**config.mk**
```make
export PLATFORM = sky130hd
export DESIGN_NAME = keypad_entry_ctrl
export DESIGN_NICKNAME = d
export VERILOG_FILES = /design/src/rtl/keypad_entry_ctrl.sv
export SDC_FILE = /design/constraint.sdc
export NUM_CORES = 1
export LEC_CHECK = 0
export ABC_AREA = 1
export CAP_MARGIN = 10
export CORE_MARGIN = 8
export CORE_UTILIZATION = 30
export DETAILED_ROUTE_END_ITERATION = 12
export PLACE_DENSITY_LB_ADDON = 0.25
export SLEW_MARGIN = 30
export SYNTH_ARGS = -nofsm -noshare
export SYNTH_HDL_FRONTEND = slang
export SYNTH_SLANG_ARGS = --single-unit
export TNS_END_PERCENT = 5
```
**constraint.sdc**
```tcl
create_clock -name clk -period 1.7 [get_ports clk]
set_clock_uncertainty 0.05 [all_clocks]
set_input_delay 0.34 -clock clk [delete_from_list [all_inputs] [get_ports clk]]
set_output_delay 0.34 -clock clk [all_outputs]
set_load 0.005 [all_outputs]
```
**src/rtl/keypad_entry_ctrl.sv**
```systemverilog
`default_nettype none
// +----------------------------------------------------------------------+
// | keypad_entry_ctrl: debounces scanner keypresses and keeps a two-digit |
// | hex entry history. Each physical press produces one entry. Rev 1.0    |
// +----------------------------------------------------------------------+
module keypad_entry_ctrl #(
    parameter int DEBOUNCE_CYCLES = 240000
) (
    input  logic       clk,
    input  logic       reset,
    input  logic       key_valid,
    input  logic [3:0] row,
    input  logic [3:0] col_sync,
    output logic [3:0] digit_new,
    output logic [3:0] digit_old,
    output logic       key_strobe,
    output logic       busy
);
    localparam int CW = $clog2(DEBOUNCE_CYCLES);
    localparam logic [CW-1:0] c_CNT_MAX = CW'(DEBOUNCE_CYCLES - 1);
    localparam logic [CW-1:0] c_CNT_ONE = CW'(1);

    typedef enum logic [2:0] {
        S_IDLE     = 3'd0,
        S_DEBOUNCE = 3'd1,
        S_ACCEPT   = 3'd2,
        S_HELD     = 3'd3,
        S_RELEASE  = 3'd4
    } state_t;

    state_t        r_state;
    logic [3:0]    r_cand_row;
    logic [3:0]    r_cand_col;
    logic [CW-1:0] r_cnt;
    logic [3:0]    r_digit_new;
    logic [3:0]    r_digit_old;
    logic          r_strobe;

    logic          w_present;
    logic          w_start;
    logic          w_cnt_done;
    logic [3:0]    w_decoded;

    function automatic logic f_onehot(input logic [3:0] v);
        return (v != 4'd0) && ((v & (v - 4'd1)) == 4'd0);
    endfunction

    // Keypad legend, row-major: index = {row_idx, col_idx}
    function automatic logic [3:0] f_decode(input logic [3:0] r, input logic [3:0] c);
        logic [1:0] ri;
        logic [1:0] ci;
        logic [3:0] d;
        ri = 2'd0;
        ci = 2'd0;
        case (r)
            4'b0010: ri = 2'd1;
            4'b0100: ri = 2'd2;
            4'b1000: ri = 2'd3;
            default: ri = 2'd0;
        endcase
        case (c)
            4'b0010: ci = 2'd1;
            4'b0100: ci = 2'd2;
            4'b1000: ci = 2'd3;
            default: ci = 2'd0;
        endcase
        case ({ri, ci})
            4'h0:    d = 4'h1;
            4'h1:    d = 4'h2;
            4'h2:    d = 4'h3;
            4'h3:    d = 4'hA;
            4'h4:    d = 4'h4;
            4'h5:    d = 4'h5;
            4'h6:    d = 4'h6;
            4'h7:    d = 4'hB;
            4'h8:    d = 4'h7;
            4'h9:    d = 4'h8;
            4'hA:    d = 4'h9;
            4'hB:    d = 4'hC;
            4'hC:    d = 4'hE;
            4'hD:    d = 4'h0;
            4'hE:    d = 4'hF;
            default: d = 4'hD;
        endcase
        return d;
    endfunction

    assign w_present  = (row == r_cand_row) && ((col_sync & r_cand_col) != 4'd0);
    assign w_start    = key_valid && f_onehot(row) && f_onehot(col_sync);
    assign w_cnt_done = (r_cnt == c_CNT_MAX);
    assign w_decoded  = f_decode(r_cand_row, r_cand_col);

    always_ff @(posedge clk or negedge reset) begin
        if (!reset) begin
            r_state     <= S_IDLE;
            r_cand_row  <= 4'd0;
            r_cand_col  <= 4'd0;
            r_cnt       <= '0;
            r_digit_new <= 4'd0;
            r_digit_old <= 4'd0;
            r_strobe    <= 1'b0;
        end else begin
            r_strobe <= 1'b0;
            case (r_state)
                S_IDLE: begin
                    if (w_start) begin
                        r_cand_row <= row;
                        r_cand_col <= col_sync;
                        r_cnt      <= '0;
                        r_state    <= S_DEBOUNCE;
                    end
                end
                S_DEBOUNCE: begin
                    if (!w_present) begin
                        r_cnt   <= '0;
                        r_state <= S_IDLE;
                    end else if (w_cnt_done) begin
                        r_digit_old <= r_digit_new;
                        r_digit_new <= w_decoded;
                        r_strobe    <= 1'b1;
                        r_state     <= S_ACCEPT;
                    end else begin
                        r_cnt <= r_cnt + c_CNT_ONE;
                    end
                end
                S_ACCEPT: begin
                    r_state <= S_HELD;
                end
                S_HELD: begin
                    if (!w_present) begin
                        r_cnt   <= '0;
                        r_state <= S_RELEASE;
                    end
                end
                S_RELEASE: begin
                    // A returning key here is release bounce, not a new press
                    if (w_present) begin
                        r_cnt   <= '0;
                        r_state <= S_HELD;
                    end else if (w_cnt_done) begin
                        r_state <= S_IDLE;
                    end else begin
                        r_cnt <= r_cnt + c_CNT_ONE;
                    end
                end
                default: begin
                    r_cnt   <= '0;
                    r_state <= S_IDLE;
                end
            endcase
        end
    end

    assign digit_new  = r_digit_new;
    assign digit_old  = r_digit_old;
    assign key_strobe = r_strobe;
    assign busy       = (r_state != S_IDLE);

endmodule
`default_nettype wire

```
Word-level counts from Yosys, hierarchy flattened
Memories as Yosys holds them, arrays and structs flattened. A register that Yosys moved wholly into a read port is not among the register bits.
Cells that the tools add are included.
{"block": "op_classes", "n_mux": 18, "n_reduce_logical": 17, "n_eq_ne": 16, "add_sub_neg": 3, "bitwise_logic": 4}
{"operator": "$mux W18", "count": 5}
{"operator": "$pmux W18 S5", "count": 1}
{"operator": "$add A18 B1 Y18 const B", "count": 1}
{"operator": "$eq A18 B18 Y1 const B", "count": 1}
{"operator": "$mux W3", "count": 6}
{"operator": "$pmux W3 S5", "count": 1}
{"operator": "$and A4 B4 Y4", "count": 3}
{"operator": "$pmux W2 S3", "count": 2}
{"operator": "$reduce_bool A4 Y1", "count": 3}
{"operator": "$eq A4 B2 Y1 const B", "count": 2}
{"operator": "$eq A4 B3 Y1 const B", "count": 2}
{"operator": "$eq A4 B4 Y1 const B", "count": 2}
{"operator": "$logic_not A4 Y1", "count": 2}
{"operator": "$sub A4 B1 Y4 const B", "count": 2}
{"operator": "$eq A3 B2 Y1 const B", "count": 2}
{"operator": "$ne A3 B3 Y1 const B", "count": 2}
{"operator": "$reduce_and A3 Y1", "count": 2}
{"operator": "$logic_and A1 B1 Y1", "count": 5}
{"operator": "$eq A4 B4 Y1", "count": 1}
{"operator": "$ne A2 B2 Y1 const B", "count": 2}
{"operator": "$reduce_and A4 Y1", "count": 1}
{"operator": "$eq A3 B1 Y1 const B", "count": 1}
{"operator": "$eq A3 B3 Y1 const B", "count": 1}
{"operator": "$logic_not A3 Y1", "count": 1}
{"operator": "5 further kinds", "count": 7}
{"block": "totals", "register_bits": 34, "output_inout_bits": 10, "word_cells": 65, "rom_bits": 64, "mem_count": 1, "input_bits": 11}
{"name": "(name not given)", "depth": 16, "word_bits": 4, "read_ports": 1, "rd_ports_with_merged_regs": 1, "write_ports": 0, "line": "67", "text": "case ({ri, ci})"}

Longest topological paths before layout
{"block": "logic_depth", "depth_word": 8, "depth_mapped": 12, "mapped_depth_nobuf": 12}

Least setup slack after synthesis
OpenSTA, ideal clock, no wires.
{"block": "synth_path", "path_kind": "register -> register", "startpoint": "register r_cnt[0]", "endpoint": "register r_digit_new[0] (netlist: digit_new[0])", "setup_time_ps": 128, "n_path_buf": 0, "synth_period_minus_slack_ps": 1549, "path_stages_with_launch": 9, "arrival_time_ps": 1371, "setup_slack_ps": 151, "cell_sequence": "dfrtp_1 > ha_1 > nand2_1 > inv_2 > nand2_2 > nor2_2 > nand3_2 > nor3_4 > o21ai_0"}
{"block": "synth_via", "elab_chain_len": 2}
{"element": "start: declaration", "line": "34", "text": "logic [CW-1:0] r_cnt;"}
{"element": "start signal: assignment", "line": "123", "text": "r_cnt <= r_cnt + c_CNT_ONE;"}
{"element": "start signal: assignment", "line": "143", "text": "r_cnt <= r_cnt + c_CNT_ONE;"}
{"element": "$eq A18 B18 Y1", "line": "90", "text": "assign w_cnt_done = (r_cnt == c_CNT_MAX);"}
{"element": "$reduce_and A3 Y1 (no line)"}
{"element": "end: declaration", "line": "35", "text": "logic [3:0] r_digit_new;"}
Every way passes these cells.
A chain may end at the register's enable or synchronous reset.

Worst setup path after layout
{"block": "layout_path", "startpoint": "register r_cand_col[2]", "endpoint": "register r_digit_new[3] (netlist: digit_new[3])"}
{"block": "layout_via", "elab_chain_len": 4}
{"element": "start: declaration", "line": "33", "text": "logic [3:0] r_cand_col;"}
{"element": "start signal: assignment", "line": "108", "text": "r_cand_col <= col_sync;"}
{"element": "$and A4 B4 Y4", "line": "88", "text": "assign w_present = (row == r_cand_row) && ((col_sync & r_cand_col) != 4'd0);"}
{"element": "$reduce_bool A4 Y1", "line": "88"}
{"element": "$logic_and A1 B1 Y1", "line": "88"}
{"element": "$reduce_and A3 Y1 (no line)"}
Parallel ways exist; a longest one is shown, timed or not.

==> results.tsv <==
stage	metric	value	unit
final_layout	nNetsFinal	487	
worst_hold_path	hold_class	in2reg	
floorplan	row_count	35	
logic_synthesis	synthDistinctLibCells	28	
final_layout	layoutNonFillerInstCount	582	
setup_path	crit_fanout	5	
global_route	grt_max_degree	24	
sta	worstMarginPinSlew	0.4346	ns
setup_path	r2r_cells	10	
global_route	antenna_found_initial	0	
clocking	cts_max_level	2	
power	swShare	42.06	%
logic_synthesis	synth_top_area_share	34.72	%
route	via_count	2780	
placed_design	place.gp.congestion	0.8452	
route	drt_iter0_markers	126	
final_layout	synthToLayoutAreaGrowth	31.43	%
floorplan	die-area	12440	um^2
route	drt-met1-wl	3493	um
logic_synthesis	syn_area	2739	um^2
logic_synthesis	synth_nets	424	
outcome	run_status	complete, no violations	
placed_design	dp.cells	562	
sta	slew_viol_final	0	
logic_synthesis	synth_area_per_cell	6.729	um^2
sta	hold_viol	0	
floorplan	fp.dieW	111.6	um
logic_synthesis	ys_seq_area_share	34.72	%
floorplan	io_pins	21	
clocking	worst_skew_pair.late_latency	0.30	ns
route	wl_met3	226	um
sta	finalCriticalPeriod	1.625	ns
logic_synthesis	synthCells	407	
clocking	cts_tree	yes	
logic_synthesis	synth_seq_cells	38	
power	power.share.clock	19.3	%
floorplan	die_y	111.6	um
clocking	root_buffer	clkbuf_8	
global_route	grt_pass1_vias	2649	
route	ant_nets	0	
sta	rsz0062_at_grt	yes	
clocking	clock_path_buffers	2	
flow_run	maxCapViolCount	0	
logic_synthesis	yosysMostFrequentCell	nand2_1	
global_route	grtUsageTotal	11.57	%
logic_synthesis	ys.flop_type	dfrtp_1	
sta	slew_headroom	71.03	%
setup_path	cp_cell_sequence	inv_1 > nand4_1 > nand2_4 > inv_1 > ha_1 > inv_1 > nand2_1 > nand3_1 > o21ai_0 > o21ai_1	
logic_synthesis	synth_edf_count	0	
route	drc	0	
floorplan	initial_utilization	30.21	%
setup_path	cp_data_arrival_time	1.80	ns
placed_design	portBuffers	20	
floorplan	core-area	9065	um^2
setup_path	crit_required	1.87	ns
placed_design	hpwlAfterDp	5270	um
global_route	grt_overflow	0	
power	leakagePower	1.854	nW
setup_path	cp_num_buf_inv	3	
setup_path	critPathMaxStageDelay	0.41	ns
power	cellInternalPower	0.002040	W
setup_path	crit_top_cell	inv_1	
sta	setup_ws	0.07480	ns
route	top_layer	met4	
power	p_comb_share	48.3	%
sta	setup_viol	0	
route	detail_route.wl_per_cell	12.37	um
setup_path	criticalPathCategory	reg2reg	
final_layout	diodes	0	
power	power.total	0.003521	W
setup_path	critical_path_depth	10	
power	vdd_drop_max	0.5824	mV
route	wl	7197	um
final_layout	final_util	39.71	%
sta	whs	0.3043	ns
setup_path	path_delay_family	simple AND/OR/NAND/NOR gates	
logic_synthesis	yosysWarningCount	0	
setup_path	worstSetupEndpointType	flop	
power	seqPwrFrac	32.4	%
worst_hold_path	hold_depth	3	
placed_design	preCtsSetupSlack	-0.3875	ns
setup_path	cpMaxStageDelayCell	dfrtp_1	
sta	fmax	0.6153	GHz
logic_synthesis	synth_common_cells	nand2_1, inv_1, nand3_1	
global_route	grt_pass1_wl	12080	um
logic_synthesis	ys_async_sr_fraction	100.0	%
sta	period_share	95.60	%
power	p_sw	0.001481	W
route	firstDrtPassIters	5	
power	power_density	978.2	nW/um^2
logic_synthesis	yosysTopAreaCell	dfrtp_1	
clocking	cts_inserted_buffers	5	
logic_synthesis	synthTopCellsByArea	dfrtp_1, nand2_1, nand3_1	
final_layout	layout-drive-gt1-share	19.96	%
route	avgViaCountPerCell	4.777	
route	wl_met2	3382	um
setup_path	startpoint_type	flop	
clocking	cts.sinks	38	
clocking	clk_pin_slew	0.09	ns
-- layer usage --
layer	vias up	global-route usage (%)
met4	0	4.102
met5	-	0
met1	1293	14.80
li1	1436	-
met3	7	2.002
met2	44	19.11
-- registers in the layout, indices dropped and copies added, names as in the netlist --
name        flops
r_state         3
r_cnt          18
r_cand_col      4
key_strobe      1
r_cand_row      4
digit_old       4
digit_new       4
-- stage by stage --
step	area, um^2	TNS [ns]
after global placement	3292	-9.862
after detailed placement	3292	-11.33
after global routing	3600	-0.1257
after floorplan	2739	0
after CTS	3420	-0.02378
final	3600	0
-- cell type report --
class | instances | area [um^2]
fill | 943 | 5465
multi-input combinational | 298 | 1597
sequential | 38 | 953.4
timing repair buffer | 63 | 575.6
inverter | 64 | 240.2
tap | 111 | 138.9
clock buffer | 6 | 82.58
clock inverter | 2 | 12.51
-- worst reg2reg max path: stages (launching register included) --
cell and delay, ns:
dfrtp_1 0.41, inv_1 0.11, nand4_1 0.14, nand2_4 0.15, inv_1 0.09, ha_1 0.19, inv_1 0.06, nand2_1 0.07
nand3_1 0.09, o21ai_0 0.08, o21ai_1 0.11
-- path summary, 6_finish.rpt --
check                      slack, ns           from       endpoint
max                             0.07  r_cand_col[2]   digit_new[3]
min                             0.30    col_sync[0]  r_cand_col[0]
max reg2reg                     0.07  r_cand_col[2]   digit_new[3]
min reg2reg                     0.44   digit_old[3]   digit_old[3]
max in group asynchronous       0.65          reset       r_cnt[3]
min in group asynchronous       0.46          reset  r_cand_col[3]
-- repair_timing --
action                                 CTS  global route
pin swaps                                0            12
hold buffers                             1             0
endpoints found under the hold margin   15             0
cloned                                   0             0
setup endpoints to repair               30            30
gates resized for setup                  6            36
setup buffers                            0            11
-- cells in the final DEF (no fill, tap or decap), drive strengths merged, types with 6 or more instances in the layout --
cell type | Yosys | routed
clkdlybuf4s50 | 0 | 10
dlymetal6s2s | 0 | 7
clkbuf | 1 | 7
buf | 6 | 42
ha | 6 | 6
nand4 | 29 | 29
inv | 64 | 64
nor3 | 9 | 9
nand2 | 130 | 130
xor2 | 6 | 6
o21ai | 24 | 24
nor2 | 33 | 33
dfrtp | 38 | 38
nand3 | 56 | 56
-- power groups by stage --
| stage | clock network (W) | registers, W | logic [W] |
|---|---|---|---|
| global placement | 0 | 0.00115 | 0.00151 |
| finish | 0.000680 | 0.00114 | 0.00170 |
| floorplan | 0 | 0.00115 | 0.000950 |
| global route | 0.000738 | 0.00116 | 0.00191 |
| CTS | 0.000717 | 0.00113 | 0.00156 |
| detailed placement | 0 | 0.00114 | 0.00153 |
-- cells by family (layout without fill, tap and decap cells) --
logic type               after synthesis  after routing  share of synthesized area, %
AO/OA/AOI/OAI                         26             26                         4.934
buffers and inverters                 71            135                         10.64
adder cells (fa/ha/maj)                6              6                         2.741
AND/OR/NAND/NOR                      259            259                         44.72
XOR/XNOR                               7              7                         2.239
flip-flops                            38             38                         34.72
Power figures use the tool's default switching activity.
==> patch 1, RTL diff (config.mk and constraints unchanged) <==
Set the parameter `DEBOUNCE_CYCLES` to 960000 (it was 240000).
--- a/src/rtl/keypad_entry_ctrl.sv
+++ b/src/rtl/keypad_entry_ctrl.sv
@@ -4,7 +4,7 @@
 // | hex entry history. Each physical press produces one entry. Rev 1.0    |
 // +----------------------------------------------------------------------+
 module keypad_entry_ctrl #(
-    parameter int DEBOUNCE_CYCLES = 240000
+    parameter int DEBOUNCE_CYCLES = 960000
 ) (
     input  logic       clk,
     input  logic       reset,
Behaviour: same outputs for any inputs over 10 cycles, from zero or initial values and one cycle with reset low; that may be too few to reach the edited logic, so the function may still have changed.
==> patch 1 against the unedited design <==
- fmax is 2.4% lower
- synthesized area is 4.3% higher
- sequential cell count is 2 higher
- power is 5.1% higher
- clock power is 22% higher
- global-route usage is 0.43 points higher
- critical path depth stayed put
- design area is 7.2% higher
- wire length is 2.3% higher
- utilization is 2.1 points higher
- setup slack worse by 40 ps
- via count is 4.6% higher
- largest cell class unchanged
- highest routed layer unchanged
==> patch 1: results (changes against the unedited design) <==
| Metric | Value |
|---|---|
| Switching portion of total power | `0.402 (-0.0183)` |
| Placed Area | `3600 um2 (+9.3%)` |
| Reg2reg setup slack | `30 ps (-40 ps)` |
| Synth area leaders | `dfrtp_1 (35%), nand2_1 (18%), nand3_1 (9.6%)` |
| Final WL | `7.36 mm (+2.3%)` |
| Met2 Track Usage GR | `0.206 (+0.0152)` |
| Post-Layout Cell Count | `630 (+8.2%)` |
| Hold EP | `r_cand_col[1]$_DFFE_PN0P_` |
| Layout cells sized above 1 | `0.212 (+0.0120)` |
| Via count of the first global-routing pass | `2872 (+8.4%)` |
| DRT iter0 DRCs | `128 (+1.6%)` |
| Yosys cell types | `33 (+18%)` |
| Status | `finished clean` |
| Comb power frac | `0.455 (-0.028)` |
| Pre-antenna DRT Iters | `4 (-1)` |
| Sequential area share after synthesis | `0.350 (+0.00323)` |
| Worst slew margin | `0.741 (+0.0309)` |
| Top post-synthesis cells by count | `nand2_1 (137), inv_1 (55), nand3_1 (55)` |
| Met3 usage | `0.0264 (+0.00639)` |
| Hold path start | `col_sync[1]` |
| RR Startpoint | `r_cnt[1]$_DFFE_PN0P_` |
| Pin count of the biggest net entering global routing | `41 (+71%)` |
| Detailed placement HPWL | `5.55 mm (+5.3%)` |
| Total number of vias | `2908 (+4.6%)` |
| Number of flip-flops in the largest register | `20 (+2)` |
| Crit-path max FO | `4 (-1)` |
| Fillcell total | `972 (+3.1%)` |
| Worst R2R End | `r_state[0]$_DFFE_PN0P_` |
| LEAKAGE | `0.00202 uW (+8.7%)` |
## patch 1: cell count changes in the layout (fill, tap and decap cells not counted), moves of 2 or more
cell / delta
a21oi_1: +2
buf_4: +15
buf_6: +3
dfrtp_1: +4
dfrtp_2: -2
inv_1: -6
nand2_1: +15
nand3_1: +2
nand3_2: +3
nand4_1: -9
nor2_1: +3
nor2_4: -4
o21ai_0: +5
o21ai_1: -5
## patch 1: worst max path at each step
stage,start,end,slack (ps),depth (start not counted)
4_1_cts,r_cnt[1]$_DFFE_PN0P_,r_cnt[18]$_DFFE_PN0P_,-20,11
3_3_place_gp,row[3],r_cnt[18]$_DFFE_PN0P_,-310,11
3_5_place_dp,row[3],r_cnt[18]$_DFFE_PN0P_,-340,11
5_1_grt,r_cand_col[0]$_DFFE_PN0P_,digit_new[3]$_DFFE_PN0P_,-100,12
6_report,r_cnt[1]$_DFFE_PN0P_,r_state[0]$_DFFE_PN0P_,30,10
2_1_floorplan,r_cand_col[2]$_DFFE_PN0P_,digit_new[3]$_DFFE_PN0P_,30,12
## patch 1: worst max-delay path, cell delays in order (launching register included)
cell and delay, ps:
dfrtp_1 420, ha_4 180, nand2_4 60, nor3_4 250
buf_6 150, nand3_2 90, buf_4 160, nand2_2 70
nand2_1 50, nand2_1 50, nand2_1 40
## patch 1: through the flow
| stage | power (uW) | utilization | hold slack, ps |
|---|---|---|---|
| floorplan | 2140 | - | -5.59 |
| global placement | 2800 | 0.389 | 287 |
| detailed placement | 2820 | 0.389 | 287 |
| CTS | 3670 | 0.405 | 401 |
| global route | 4010 | 0.418 | 347 |
| finish | 3700 | 0.418 | 314 |
## patch 1: layer usage
layer  wire length (um)  vias up
met1               3500     1334
met5                  0        -
met4                 82        0
li1                   -     1523
met3                240        8
met2               3530       43
## patch 1: cell families after synthesis
| logic type | Yosys count | share of synthesized area |
|---|---|---|
| buffers and inverters | 65 | 0.0929 |
| DFF | 40 | 0.350 |
| AOI/OAI and AO/OA | 31 | 0.0578 |
| and+or+nand+nor | 272 | 0.448 |
| adders and majority gates | 6 | 0.0263 |
| xor gates and xnor gates | 8 | 0.0245 |
## patch 1: what timing repair did
| item | 4_1_cts | 5_1_grt |
|---|---|---|
| resized for setup | 6 | 35 |
| pin swaps | 2 | 14 |
| endpoints found under the setup margin | 17 | 33 |
| hold endpoints to repair | 40 | 0 |
| setup buffers | 1 | 3 |
| hold buffers | 1 | 0 |
## patch 1: area by class of cell
cell class | instances | share of cell area
Sequential cell | 40 | 0.259
Multi-Input combinational cell | 317 | 0.433
Tap cell | 129 | 0.0418
Clock inverter | 3 | 0.0120
Inverter | 57 | 0.0554
Timing Repair Buffer | 79 | 0.180
Clock buffer | 5 | 0.0178
==> patch 2, RTL diff (config.mk and constraints unchanged) <==
Without the edit above. Encoding of `state_t`: now one-hot (5 bits for 5 states).
--- a/src/rtl/keypad_entry_ctrl.sv
+++ b/src/rtl/keypad_entry_ctrl.sv
@@ -20,12 +20,12 @@
     localparam logic [CW-1:0] c_CNT_MAX = CW'(DEBOUNCE_CYCLES - 1);
     localparam logic [CW-1:0] c_CNT_ONE = CW'(1);
 
-    typedef enum logic [2:0] {
-        S_IDLE     = 3'd0,
-        S_DEBOUNCE = 3'd1,
-        S_ACCEPT   = 3'd2,
-        S_HELD     = 3'd3,
-        S_RELEASE  = 3'd4
+    typedef enum logic [4:0] {
+        S_IDLE     = 5'b00001,
+        S_DEBOUNCE = 5'b00010,
+        S_ACCEPT   = 5'b00100,
+        S_HELD     = 5'b01000,
+        S_RELEASE  = 5'b10000
     } state_t;
 
     state_t        r_state;
Formal check against the unedited RTL: no difference found for any inputs over 10 cycles, from zero or initial values and one cycle with reset low; not proved beyond that.
==> patch 2 against the unedited design <==
- sequential share of layout area is 1.4 points higher
- synthesized area rose by 1.3%
- hold slack lost 7.4 ps
- count of clock-buffer cells in the layout is the same
- largest cell class unchanged
- design area fell by 0.21%
- setup slack worse by 16 ps
- power fell by 2.3%
- sequential cell count is 2 higher
- global-route usage is essentially flat
- wire length down 1.1%
==> patch 2: results (changes against the unedited design) <==
| Metric | Value |
|---|---|
| Status | `finished clean` |
| # diodes | `0 (unchanged)` |
| Worst slew margin | `0.814 (+0.104)` |
| NonClk Buf Share | `0.162 (+0.00173)` |
| Detailed placement HPWL | `5.26 mm (-0.17%)` |
| Hold EP | `r_cand_row[1]$_DFFE_PN0P_` |
| Layout cells sized above 1 | `0.192 (-0.00735)` |
| Crit-path max FO | `2 (-3)` |
| Synthesized Nets | `418 (-1.4%)` |
| Max VDD drop | `535 uV (-8.2%)` |
| Worst R2R End | `digit_new[1]$_DFFE_PN0P_` |
| PostCTS Resize Cnt | `7 (+1)` |
| Setup bufs post-CTS | `0 (unchanged)` |
| Global route total overflow | `0 (unchanged)` |
| LEAKAGE | `0.00181 uW (-2.1%)` |
| Syn Area/Cell | `6.92 um2 (+2.8%)` |
| DRT iter0 DRCs | `65 (-48%)` |
| Placed cells | `564 (+0.36%)` |
| Synth Register Bits | `40 (+5.3%)` |
| Sequential area share after synthesis | `0.361 (+0.0141)` |
| R2R depth | `13 (+3)` |
| Port bufs | `20 (unchanged)` |
| Synth Area in Adders | `0.0271 (-0.000346)` |
| Layout clock area frac | `0.0258 (-0.000641)` |
| Pin count of the biggest net entering global routing | `41 (+71%)` |
| GP Congestion | `0.845 (unchanged)` |
| Reg clk slew, reported paths | `~80 ps` |
| Yosys warns | `0 (unchanged)` |
| Register Area | `1000 um2 (+5.2%)` |
| Hold path start | `row[1]` |
| Vias per cell | `4.76 (-0.32%)` |
| Compound-Gate Fraction of Synth Area | `0.0699 (+0.0206)` |
| Top flop regs | `r_cnt (18), r_state (5)` |
| Crit path DAT | `1250 ps (-550 ps)` |
| Wire per inst | `12.4 um (+0.24%)` |
| Gr usage total | `0.116 (about the same)` |
| Setup crit end | `busy` |
| # hold bufs at CTS | `1 (unchanged)` |
| Top post-synthesis cells by count | `nand2_1 (121), nand3_1 (53), inv_1 (45)` |
| Yosys cell types | `32 (+14%)` |
| Hold/Removal Path Class | `input pin to flip-flop` |
| Fillcell total | `953 (+1.1%)` |
| #MultiIn Comb | `304 (+2.0%)` |
| Critical Path Start | `r_state[0]$_DFFE_PN1P_` |
| Xor/xnor cell area share of the yosys netlist | `0.0379 (+0.0155)` |
| Mux share of post-synthesis cell area | `0 (unchanged)` |
| Post-Layout Cell Count | `574 (-1.4%)` |
| Multi-input combinational area share | `0.444 (about the same)` |
| Inverters | `48 (-25%)` |
| WHS | `297 ps (-7.43 ps)` |
| Switching pwr | `1410 uW (-5.0%)` |
| Final net count | `479 (-1.6%)` |
| Pre-antenna DRT Iters | `4 (-1)` |
| Via count of the first global-routing pass | `2708 (+2.2%)` |
| Synth area leaders | `dfrtp_1 (35%), nand2_1 (16%), nand3_1 (9.6%)` |
| Max Root-Sink Buffers | `2 (unchanged)` |
| Ys async rst share | `1.00 (unchanged)` |
| H-Tree Depth | `2 (unchanged)` |
==> patch 2: stage by stage <==
step	setup TNS, ps	power, uW	setup slack, ps	utilization	area, um2
6_report	0	3440	58.3	0.394	3590
3_5_place_dp	-11770	2660	-378	0.373	3400
4_1_cts	-35.9	3360	-18.8	0.384	3500
2_1_floorplan	0	2070	40.0	-	2780
5_1_grt	-49.5	3700	-20.5	0.394	3590
3_3_place_gp	-10770	2640	-312	0.373	3400
==> patch 2: routing by layer <==
layer	up-vias	routed length, um	global-route usage
li1	1414	-	-
met3	9	313	0.0242
met5	-	0	0
met1	1260	3260	0.138
met2	50	3460	0.202
met4	0	83	0.0369
==> patch 2: power groups by stage <==
stage               registers (uW)  logic, uW  clock network, uW
detailed placement            1200       1460                  0
CTS                           1190       1450                716
floorplan                     1190        883                  0
finish                        1200       1550                689
global route                  1210       1740                748
global placement              1210       1440                  0
==> patch 2: worst max-delay path, stage by stage, from the launching register on <==
cell and delay, ps:
dfstp_2 540, inv_1 50, nor2_1 80, nand3_1 120
buf_2 160
